### src/rtl/if_id_stage_reg.sv
// Fetch/Decode pipeline register: captures fetched bytes and joins opcode-12
// instructions with their immediate byte into one decode packet.
//
// state | meaning
// S_OP  | expecting an opcode byte
// S_IMM | first byte held, expecting the immediate/EA byte
module if_id_stage_reg #(
  parameter int         DATA_W      = 8,
  parameter int         PC_W        = 8,
  parameter logic [3:0] TWO_BYTE_OP = 4'd12
) (
  input  logic              clk,
  input  logic              reset,
  input  logic              stall,
  input  logic              flush,
  input  logic [DATA_W-1:0] instr_in,
  input  logic [PC_W-1:0]   pc_in,
  output logic [3:0]        opcode_out,
  output logic [1:0]        ra_out,
  output logic [1:0]        rb_out,
  output logic [DATA_W-1:0] imm_out,
  output logic [PC_W-1:0]   pc_out,
  output logic [PC_W-1:0]   pc_next_out,
  output logic              valid_out,
  output logic              imm_pending
);

  typedef enum logic {
    S_OP  = 1'b0,
    S_IMM = 1'b1
  } state_t;

  state_t            state;
  logic [DATA_W-1:0] hold_instr;
  logic [PC_W-1:0]   hold_pc;
  logic [PC_W-1:0]   pc_in_inc;

  assign pc_in_inc   = pc_in + PC_W'(1);
  assign imm_pending = (state == S_IMM);

  always_ff @(posedge clk) begin
    if (reset) begin
      state       <= S_OP;
      hold_instr  <= '0;
      hold_pc     <= '0;
      opcode_out  <= '0;
      ra_out      <= '0;
      rb_out      <= '0;
      imm_out     <= '0;
      pc_out      <= '0;
      pc_next_out <= '0;
      valid_out   <= 1'b0;
    end else if (flush) begin
      // PCs are kept so the redirect logic still sees the last packet's addresses
      state      <= S_OP;
      opcode_out <= '0;
      ra_out     <= '0;
      rb_out     <= '0;
      imm_out    <= '0;
      valid_out  <= 1'b0;
    end else if (!stall) begin
      case (state)
        S_OP: begin
          if (instr_in[7:4] == TWO_BYTE_OP) begin
            hold_instr <= instr_in;
            hold_pc    <= pc_in;
            valid_out  <= 1'b0;
            state      <= S_IMM;
          end else begin
            opcode_out  <= instr_in[7:4];
            ra_out      <= instr_in[3:2];
            rb_out      <= instr_in[1:0];
            imm_out     <= '0;
            pc_out      <= pc_in;
            pc_next_out <= pc_in_inc;
            valid_out   <= 1'b1;
          end
        end
        S_IMM: begin
          // Second byte is pure data, even if it looks like another opcode 12
          opcode_out  <= hold_instr[7:4];
          ra_out      <= hold_instr[3:2];
          rb_out      <= hold_instr[1:0];
          imm_out     <= instr_in;
          pc_out      <= hold_pc;
          pc_next_out <= pc_in_inc;
          valid_out   <= 1'b1;
          state       <= S_OP;
        end
        default: state <= S_OP;
      endcase
    end
  end

endmodule

### config.mk
export PLATFORM = sky130hd
export DESIGN_NAME = if_id_stage_reg
export DESIGN_NICKNAME = d
export VERILOG_FILES = /design/src/rtl/if_id_stage_reg.sv
export SDC_FILE = /design/constraint.sdc
export NUM_CORES = 1
export LEC_CHECK = 0
export ABC_CLOCK_PERIOD_IN_PS = 2100
export CORE_ASPECT_RATIO = 1.4
export CORE_MARGIN = 10
export CORE_UTILIZATION = 48
export CTS_CLUSTER_DIAMETER = 50
export DETAILED_ROUTE_END_ITERATION = 16
export PLACE_DENSITY = 0.89
export RECOVER_POWER = 25
export SKIP_CTS_REPAIR_TIMING = 1
export SYNTH_ARGS = -nofsm -noshare
export SYNTH_HDL_FRONTEND = slang
export SYNTH_SLANG_ARGS = --single-unit
### constraint.sdc
create_clock -name clk -period 2.1 [get_ports clk]
set_input_delay 0.315 -clock clk [delete_from_list [all_inputs] [get_ports clk]]
set_output_delay 0.315 -clock clk [all_outputs]
set_load 0.02 [all_outputs]
=== Word level (Yosys, flattened, before mapping) ===
Index checks and enable logic that the tools add are counted.

* Output and inout bits: 34
* Bits in registers: 50
* Word-level logic and storage cells: 36
* Input bits: 20

* Muxes and demuxes: 16
* Bitwise gates (word level): 3
* Eq/ne operators: 2
* Add/sub/neg operators: 1
* Reductions and logical operators: 4

{| class="wikitable"
|+ Operators by type and width
! cell !! number
|-
| 8-bit one-hot mux with 2 select lines || 3
|-
| 8-bit two-way mux || 3
|-
| 8-bit by 1-bit adder with 8-bit output (second input constant) || 1
|-
| 2-bit one-hot mux with 2 select lines || 2
|-
| 4-bit one-hot mux with 2 select lines || 1
|-
| 4-bit == test (second input constant) || 1
|-
| 2-bit two-way mux || 2
|-
| 4-bit two-way mux || 1
|-
| 1-bit one-hot mux with 2 select lines || 2
|-
| 4-bit AND reduction || 1
|-
| 1-bit inverter || 3
|-
| 3-bit AND reduction || 1
|-
| 1-bit two-way mux || 2
|-
| 2-bit != test (second input constant) || 1
|-
| 2-bit AND reduction || 1
|-
| 2-bit OR reduction || 1
|}

=== Logic depth before layout (Yosys ltp) ===
Gate-level depths: netlist of run 1.

* Depth in word-level cells: 3
* Depth in mapped cells: 5
* Depth with buffers taken out: 4

=== Worst setup path after synthesis of run 1 ===
No wires, ideal clock.

* Kind: flip-flop to flip-flop
* From: register state, in the netlist imm_pending
* To: register hold_instr[0]
* Data arrival time: 1.439 ns
* Stages on the path, launching flop included: 6
* Path buffers: 1
* Data required time: 1.972 ns
* Setup time: 0.128 ns
* Path slack: 0.533 ns
* Clock period less this slack: 1.567 ns
* Cell sequence: dfxtp_1 -> nand4bb_4 -> nor4_4 -> buf_6 -> mux2i_1 -> nor2_1

* Word-level cells in the longest chain between the ends: 2

{| class="wikitable"
|+ Ends and longest elaborated chain
! what !! line !! RTL
|-
| start, declared || 33 || <nowiki>state_t state;</nowiki>
|-
| start signal, assigned || 43 || <nowiki>state <= S_OP;</nowiki>
|-
| start signal, assigned || 55 || <nowiki>state <= S_OP;</nowiki>
|-
| start signal, assigned || 68 || <nowiki>state <= S_IMM;</nowiki>
|-
| 1-bit inverter (no source line) || - ||
|-
| 4-bit AND reduction (no source line) || - ||
|-
| end signal, assigned || 65 || <nowiki>hold_instr <= instr_in;</nowiki>
|-
| end, declared || 34 || <nowiki>logic [DATA_W-1:0] hold_instr;</nowiki>
|}

No other way between the ends.
A chain may end at the register's enable or synchronous reset.

=== Final worst setup path of run 1 ===
* From: input port instr_in[5]
* To: register hold_pc[6]

* Word-level cells in the longest chain between the ends: 2

{| class="wikitable"
|+ Ends and longest elaborated chain
! what !! line !! RTL
|-
| start, declared || 16 || <nowiki>input logic [DATA_W-1:0] instr_in,</nowiki>
|-
| 4-bit == test || 64 || <nowiki>if (instr_in[7:4] == TWO_BYTE_OP) begin</nowiki>
|-
| 4-bit AND reduction (no source line) || - ||
|-
| end signal, assigned || 66 || <nowiki>hold_pc <= pc_in;</nowiki>
|-
| end, declared || 35 || <nowiki>logic [PC_W-1:0] hold_pc;</nowiki>
|}

No other way between the ends.

==> results of run 1 <==
through the flow:
| stage | cells | area (sq um) | hold slack (ns) |
|---|---|---|---|
| after floorplan | 194 | 2100 | 0.407 |
| after global placement | 308 | 2760 | 0.456 |
| after detailed placement | 308 | 2760 | 0.464 |
| after CTS | 316 | 2850 | 0.476 |
| after global routing | 316 | 2830 | 0.497 |
| final | 316 | 2830 | 0.472 |
cell usage after synthesis:
library cell  count
a211oi_1          8
a211oi_2         15
a211oi_4          1
a21oi_1           1
a21oi_2           1
a22o_1            7
a32oi_1           1
and3_1            2
and4bb_1          1
buf_1             1
buf_2             4
buf_4             2
buf_6             2
clkbuf_1          4
dfxtp_1          50
ha_1              1
inv_1             2
mux2i_1          29
nand2_1           1
nand3_1           5
nand4bb_4         1
nor2_1           42
nor3b_1           2
nor3b_2           1
nor4_4            1
o21a_1            1
o21ai_0           1
or2_2             1
xnor2_1           1
xor2_1            5
area by class of cell:
class / count / area (sq um) / share of cell area, %
inverter: 2 / 7.51 / 0.265
timing repair buffer: 67 / 661 / 23.3
multi-input combinational: 129 / 997 / 35.2
tap: 60 / 75.1 / 2.65
clock buffer: 7 / 86.3 / 3.05
clock inverter: 1 / 5.00 / 0.177
sequential: 50 / 1000 / 35.3
worst max-delay path: cells and delay by family:
family / cells / cell delay (ns)
mux: 1 / 0.20
buf+inv: 3 / 0.77
simple gates: 3 / 0.57
layer usage:
layer / vias to the layer above / track usage (%) / part of all wire [%]
met4: 0 / 5.45 / 1.7
met2: 50 / 22.5 / 52
met5: - / 0 / 0
li1: 810 / - / -
met1: 790 / 14.1 / 40
met3: 6 / 4.96 / 6.4
power by group:
| part | total (W) | leakage, nW | internal (W) | switching [W] |
|---|---|---|---|---|
| Clock | 0.000563 | 0.0482 | 0.000266 | 0.000297 |
| Sequential | 0.000995 | 0.407 | 0.000979 | 0.0000161 |
| Combinational | 0.000304 | 0.574 | 0.000143 | 0.000161 |
| Total | 0.00186 | 1.03 | 0.00139 | 0.000474 |
registers in the layout, summed over array words and instances, names as in the netlist:
register and count:
hold_instr 8, hold_pc 8, imm_out 8, pc_next_out 8, pc_out 8, opcode_out 4
ra_out 2, rb_out 2, imm_pending 1, valid_out 1
worst paths after layout:
check,startpoint,endpoint,slack [ns],cells past startpoint
min,valid_out,valid_out,0.47,2
max reg2reg,imm_pending,hold_pc[6],0.44,6
min reg2reg,valid_out,valid_out,0.47,2
max,instr_in[5],hold_pc[6],0.42,7
logic make-up (layout without fill, tap and decap cells):
group,after synthesis,count (layout)
fa+ha+maj,1,1
buf+inv,15,77
xor+xnor,6,6
simple gates,57,57
flops,50,50
compound gates,36,36
mux,29,29
==> metrics.md, run 1 <==
| Metric | Value |
|---|---|
| Status | complete, no violations |
| Worst-Margin Slew | 0.411 ns |
| Most frequent cells in the layout | 50 x dfxtp_1, 42 x nor2_1, 39 x clkdlybuf4s50_1, 29 x mux2i_1, 15 x a211oi_2 |
| Slowest cell on the critical path | clkdlybuf4s50_1 |
| Grt total ovfl | 0 |
| Iter 0 DRT Violations | 73 |
| Setup ws final | 0.420 ns |
| Max Cap Viol | 0 |
| Max-slew headroom | 72.6% |
| Boundary Pins | 54 |
| FILL cells | 351 |
| Post-Synth Simple-Gate Area | 14.0% |
| Crit Path Category | input pin to register |
| Max incr delay on CP | 0.42 ns |
| Area growth, synth to finish | 35.0% |
| Top cells by area, synth | dfxtp_1 48%, mux2i_1 14%, a211oi_2 8.9% |
| RSZ-0062 raised after global routing | no |
| Yosys synthesis warning count | 0 |
| Yosys reg bits | 50 |
| Critical path arrival | 1.86 ns |
| Number of CTS-inserted buffers | 5 |
| Unique masters post-synth | 30 |
| Leading area contributor after synthesis | dfxtp_1 |
| Synth Area in Compound Gates | 17.4% |
| Post-DRT Antenna Nets | 0 |
| Pleak | 1.03 nW |
| Clock tree buffer depth | 2 |
| Starting Density | 49.5% |
| Vias/cell | 5.24 |
| Global-route wire length before repair | 7870 um |
| Via count | 1,656 |
| Critical path startpoint category | input pin |
| Worst Clk Skew | 0.00552 ns |
| # H-tree levels | 2 |
| TritonCTS clock tree | done |
| Top-area cell type share of the netlist area | 47.7% |
| Gr usage total | 13.3% |
| Setup crit end kind | register |
| Worst-skew pair later-pin latency | 0.30 ns |
| CTS Sinks | 50 |
| Hpwl dp | 3700 um |
| Setup_tns | 0 ns |
| CTS clock-pin slew for the worst setup and hold paths | 0.09 ns |
| Die ar. | 0.00745 sq mm |
| Crit path max fanout | 13 |
| Initial antenna violation count | 0 |
| Total Nets Final | 276 |
| Die Span Y | 98.2 um |
| Synth Area in Adders | 0.596% |
| Fraction of the yosys area taken by sequential cells | 47.7% |
| Core Rows | 28 |
| Post-Syn Instances | 194 |
| Mean Syn Cell Area | 10.8 sq um |
| Drt wl/cell | 15.2 um |
| Min Tclk post-route | 1.68 ns |
| IO Port Bufs | 53 |
| Drt total wl | 4820 um |
| Total Power | 0.00186 W |
| Largest net degree at the start of global routing | 33 |
| Share of layout cells above drive strength 1 | 16.0% |
| Pre-CTS WS | 0.119 ns |
| XOR/XNOR Fraction of Synth Area | 2.50% |
| Netlist Area Pre-Place | 0.00210 sq mm |
| Commonest non-fill, non-tap cell in the layout | dfxtp_1 |
| Synth Net Count | 215 |
| HP Class | register to register |
| P per Cell Area | 658 mW/mm^2 |
| Placer Congestion | 0.742 |
| Max IR drop VDD | 0.509 mV |
| Vias in the first global route | 1,709 |
| Util after Layout | 66.8% |
| Period utilisation layout | 80.0% |
| Crit path required time | 2.28 ns |
| Fmax | 595 MHz |
| Post-synthesis mux area share | 13.8% |
| CP cell instances | clkdlybuf4s50_1 > buf_4 > nand4bb_1 > nor4_4 > buf_12 > mux2i_1 > nor2_1 |
| Die W | 75.9 um |
| DR pass1 iterations | 4 |
| Main combinational cell family by area after synthesis | compound AO/OA/AOI/OAI gates |
| DRC | 0 |
| # diodes | 0 |
| Setup violators final | 0 |
| Max Slew Vio Count | 0 |
| CTS root buffer | clkbuf_8 |
| Core box area | 0.00424 sq mm |
| Final Hold Vio Count | 0 |
Note: power is estimated with default switching activity, not from simulation.
==> run 2, diff against run 1 <==
Settings changed: ABC_CLOCK_PERIOD_IN_PS 2100 to 1480, CORE_UTILIZATION 48 to 43, PLACE_DENSITY 0.89 to 0.85.
Clock period 2.1 ns to 1.48 ns, I/O delays scaled along.
==> metrics.md, run 2 (synthesis results as in run 1) <==
| Metric | Value |
|---|---|
| Total Nets Final | 300 |
| Core box area | 0.00480 sq mm |
| Failing checks | setup timing |
| Global-route wire length before repair | 8290 um |
| Status | finished, violations left |
| Slowest cell on the critical path | dfxtp_2 |
| Pleak | 1.51 nW |
| Max Slew Vio Count | 0 |
| Crit Path Category | register to register |
| Area growth, synth to finish | 47.2% |
| Via count | 1,749 |
| Fmax | 664 MHz |
| Commonest non-fill, non-tap cell in the layout | dfxtp_1 |
| # H-tree levels | 2 |
| CTS clock-pin slew for the worst setup and hold paths | 0.08 ns |
| Setup_tns | -0.114 ns |
| Largest net degree at the start of global routing | 33 |
| Critical path startpoint category | register |
| Setup crit end kind | register |
| Placed cell area | 0.00292 sq mm |
| DRC | 0 |
| Die W | 79.0 um |
| Gr usage total | 12.7% |
| Period utilisation layout | 102% |
| Drt total wl | 5370 um |
| # diodes | 0 |
| Switching Share | 24.7% |
| Worst Clk Skew | 0.00593 ns |
| Clock tree buffer depth | 2 |
| Initial antenna violation count | 0 |
| Max Cap Viol | 0 |
| Max-slew headroom | 72.0% |
| Iter 0 DRT Violations | 73 |
| Grt total ovfl | 0 |
| CTS Sinks | 50 |
| CTS root buffer | clkbuf_8 |
| Critical path arrival | 1.69 ns |
| Total Power | 0.00282 W |
| Share of layout cells above drive strength 1 | 23.9% |
| Hpwl dp | 3950 um |
| R2R Setup Slk | -0.03 ns |
| Crit path max fanout | 5 |
| Combinational power share | 16.8% |
| Hold Slack | 0.313 ns |
| Internal power | 0.00212 W |
| Seq pwr share | 50.2% |
| Design Area, Final | 0.00309 sq mm |
| CP cell instances | nand4bb_4 > nor4_4 > buf_4 > clkbuf_16 > mux2i_1 > nor2_1 |
| Setup violators final | 12 |
| Max IR drop VDD | 0.648 mV |
| Most frequent cells in the layout | 49 x dfxtp_1, 42 x nor2_1, 30 x buf_4, 28 x mux2i_1, 26 x dlymetal6s2s_1 |
| Die Span Y | 103 um |
| HP Class | input pin to register |
| TritonCTS clock tree | done |
| P per Cell Area | 913 mW/mm^2 |
| Placed insts | 333 |
| Fin cells | 344 |
| Setup ws final | -0.0263 ns |
| Vias/cell | 5.08 |
| RSZ-0062 raised after global routing | yes |
| Post-DRT Antenna Nets | 0 |
| Crit path required time | 1.66 ns |
| Number of CTS-inserted buffers | 5 |
| DR pass1 iterations | 4 |
| Clock power share | 33.1% |
| Drt wl/cell | 15.6 um |
| Die ar. | 0.00811 sq mm |
| Max incr delay on CP | 0.34 ns |
| NetSw | 0.000695 W |
| Final Hold Vio Count | 0 |
| Placer Congestion | 0.812 |
| Core Rows | 30 |
| Worst-Margin Slew | 0.420 ns |
| Min Tclk post-route | 1.51 ns |
| Worst-skew pair later-pin latency | 0.30 ns |
| IO Port Bufs | 53 |
| Starting Density | 43.7% |
| Vias in the first global route | 1,819 |
| Boundary Pins | 54 |
-- run 2: changes by cell type in the layout (fill, tap and decap cells not counted), sizes merged --
| cell | before | now |
|---|---|---|
| buf | 14 | 37 |
| bufinv | 0 | 1 |
| clkbuf | 7 | 19 |
| dlymetal6s2s | 0 | 26 |
| clkdlybuf4s50 | 39 | 16 |
| clkinv | 1 | 0 |
| dlygate4sd3 | 14 | 0 |
-- run 2: routing by layer --
metal	track usage, %	up-vias	share of wire (%)
li1	-	857	-
met5	0	-	0
met3	4.89	10	4.7
met2	22.9	42	53
met1	12.9	840	40
met4	4.70	0	1.7
-- run 2: cell type report --
class                      instances  area, sq um
inverter                           2         7.51
sequential                        50         1000
timing repair buffer              91          867
multi-input combinational        129         1020
fill                             400         1720
tap                               64         80.1
clock buffer                       7         76.3
clock inverter                     1         30.0
-- run 2: power by group through the flow --
stage	sequential, W	combinational, W	clock, W
6_report	0.00141	0.000472	0.000933
5_1_grt	0.00142	0.000510	0.000998
4_1_cts	0.00142	0.000489	0.000959
3_5_place_dp	0.00145	0.000487	0
3_3_place_gp	0.00145	0.000476	0
2_1_floorplan	0.00150	0.000185	0
-- run 2: worst max-delay path: cells and delay by family, from the launching register on --
| kind | cells | cell delay, ns |
|---|---|---|
| multiplexers | 1 | 0.19 |
| buffers and inverters | 2 | 0.34 |
| AND/OR/NAND/NOR | 3 | 0.52 |
| flip-flops | 1 | 0.34 |
-- run 2: path summary, 6_finish.rpt --
kind                    to     startpoint  cells after the start
max             hold_pc[2]    imm_pending                      6
min reg2reg  hold_instr[5]  hold_instr[5]                      1
min             imm_out[5]    instr_in[5]                      3
max reg2reg     hold_pc[2]    imm_pending                      6
-- run 2: per-stage QoR --
stage	worst slack, ns	util [%]
global route	-0.110	64.3
finish	-0.0263	64.3
detailed placement	-0.419	60.8
global placement	-0.353	60.8
CTS	-0.105	63.0
floorplan	-0.0433	-
==> run 3, diff against run 2 <==
Settings changed: MAX_ROUTING_LAYER set to met4, PLACE_DENSITY 0.85 to 0.75.
==> metrics.md, run 3 (synthesis results as in run 1) <==
| Metric | Value |
|---|---|
| Status | finished, violations left |
| Failing checks | setup timing |
| Max Slew Vio Count | 0 |
| Period utilisation layout | 101% |
| Design Area, Final | 0.00311 sq mm |
| DRC | 0 |
| Pleak | 1.45 nW |
| Setup violators final | 2 |
| Clock tree buffer depth | 2 |
| Crit path required time | 1.67 ns |
| CTS clock-pin slew for the worst setup and hold paths | 0.09 ns |
| Via count | 1,717 |
| Core Rows | 30 |
| Vias/cell | 4.92 |
| Number of CTS-inserted buffers | 5 |
| Post-DRT Antenna Nets | 0 |
| Min Tclk post-route | 1.49 ns |
| CTS Sinks | 50 |
| Worst-skew pair later-pin latency | 0.31 ns |
| Drt wl/cell | 15.5 um |
| TritonCTS clock tree | done |
| Crit Path Category | register to register |
| IO Port Bufs | 53 |
| Vias in the first global route | 1,810 |
| P per Cell Area | 877 mW/mm^2 |
| Placed cell area | 0.00291 sq mm |
| # H-tree levels | 2 |
| Worst-Margin Slew | 0.402 ns |
| Worst Clk Skew | 0.0108 ns |
| RSZ-0062 raised after global routing | yes |
| Setup_tns | -0.0116 ns |
| Global-route wire length before repair | 8220 um |
| FILL cells | 415 |
| Die ar. | 0.00811 sq mm |
| Starting Density | 43.7% |
| Max Cap Viol | 0 |
| Iter 0 DRT Violations | 75 |
| Setup ws final | -0.00761 ns |
| HP Class | input pin to register |
| # diodes | 0 |
| Setup crit end kind | register |
| Crit path max fanout | 8 |
| Hold Slack | 0.289 ns |
| Most frequent cells in the layout | 49 x dfxtp_1, 41 x nor2_1, 31 x buf_4, 29 x mux2i_1, 22 x dlymetal6s2s_1 |
| Grt total ovfl | 0 |
| Gr usage total | 13.0% |
| Die W | 79.0 um |
| Total Nets Final | 305 |
| Placer Congestion | 0.765 |
| Hpwl dp | 3790 um |
| DR pass1 iterations | 4 |
| CTS root buffer | clkbuf_8 |
| Area growth, synth to finish | 48.3% |
| Critical path arrival | 1.68 ns |
| Max-slew headroom | 73.2% |
| Die Span Y | 103 um |
| Max IR drop VDD | 0.666 mV |
| Core box area | 0.00480 sq mm |
| Commonest non-fill, non-tap cell in the layout | dfxtp_1 |
| Boundary Pins | 54 |
| Fmax | 672 MHz |
| Largest net degree at the start of global routing | 33 |
| Drt total wl | 5410 um |
| Initial antenna violation count | 0 |
| Share of layout cells above drive strength 1 | 26.3% |
| Final Hold Vio Count | 0 |
| Critical path startpoint category | register |
## run 3: cell count changes in the layout (fill, tap and decap cells not counted), sizes merged
cell           change
buf                +4
clkbuf             +4
dlymetal6s2s       -4
clkinvlp           +2
bufinv             -1
clkdlybuf4s50      -1
inv                +1
## run 3: area by class of cell
class	instances	area [sq um]	share of cell area, %
clock buffers	5	68.8	2.21
clock inverters	3	23.8	0.764
inverters	2	7.51	0.241
multi-input cells	129	1030	33.1
flip-flops and latches	50	1000	32.3
well taps	64	80.1	2.57
repair buffers	96	898	28.9
## run 3: power by group
group          total [W]  leakage [nW]  internal, W  switching, W
Clock           0.000818        0.0408     0.000339      0.000480
Combinational   0.000500          1.00     0.000244      0.000256
Sequential       0.00141         0.408      0.00139     0.0000233
## run 3: worst max-delay path, cell delays in order, from the launching register on
cell and delay, ns:
dfxtp_4 0.37, and4bb_2 0.25, a211oi_4 0.22, buf_6 0.18, buf_12 0.13, mux2i_1 0.17
nor2_1 0.05
## run 3: path summary, 6_finish.rpt
kind / slack, ns / depth (start not counted) / startpoint / to
worst min register to register: 0.48 / 1 / hold_instr[5] / hold_instr[5]
worst max-delay path: -0.008 / 6 / imm_pending / pc_next_out[1]
worst max register to register: -0.008 / 6 / imm_pending / pc_next_out[1]
worst min-delay path: 0.29 / 3 / instr_in[5] / imm_out[5]
## run 3: metal layers
metal	global-route usage, %	vias to the layer above	routed length, um
li1	-	866	-
met1	12.4	807	2130
met2	23.6	35	2990
met3	4.19	9	206
met4	5.26	0	85
met5	-	-	0
## run 3: per-stage QoR
step | utilization (%) | instances | total power (W) | setup WS (ns)
after floorplan | - | 194 | 0.00168 | -0.0433
after global placement | 60.7 | 332 | 0.00192 | -0.361
after detailed placement | 60.7 | 332 | 0.00193 | -0.383
after CTS | 62.6 | 340 | 0.00273 | -0.181
after global routing | 64.8 | 349 | 0.00286 | -0.0931
final | 64.8 | 349 | 0.00273 | -0.00761
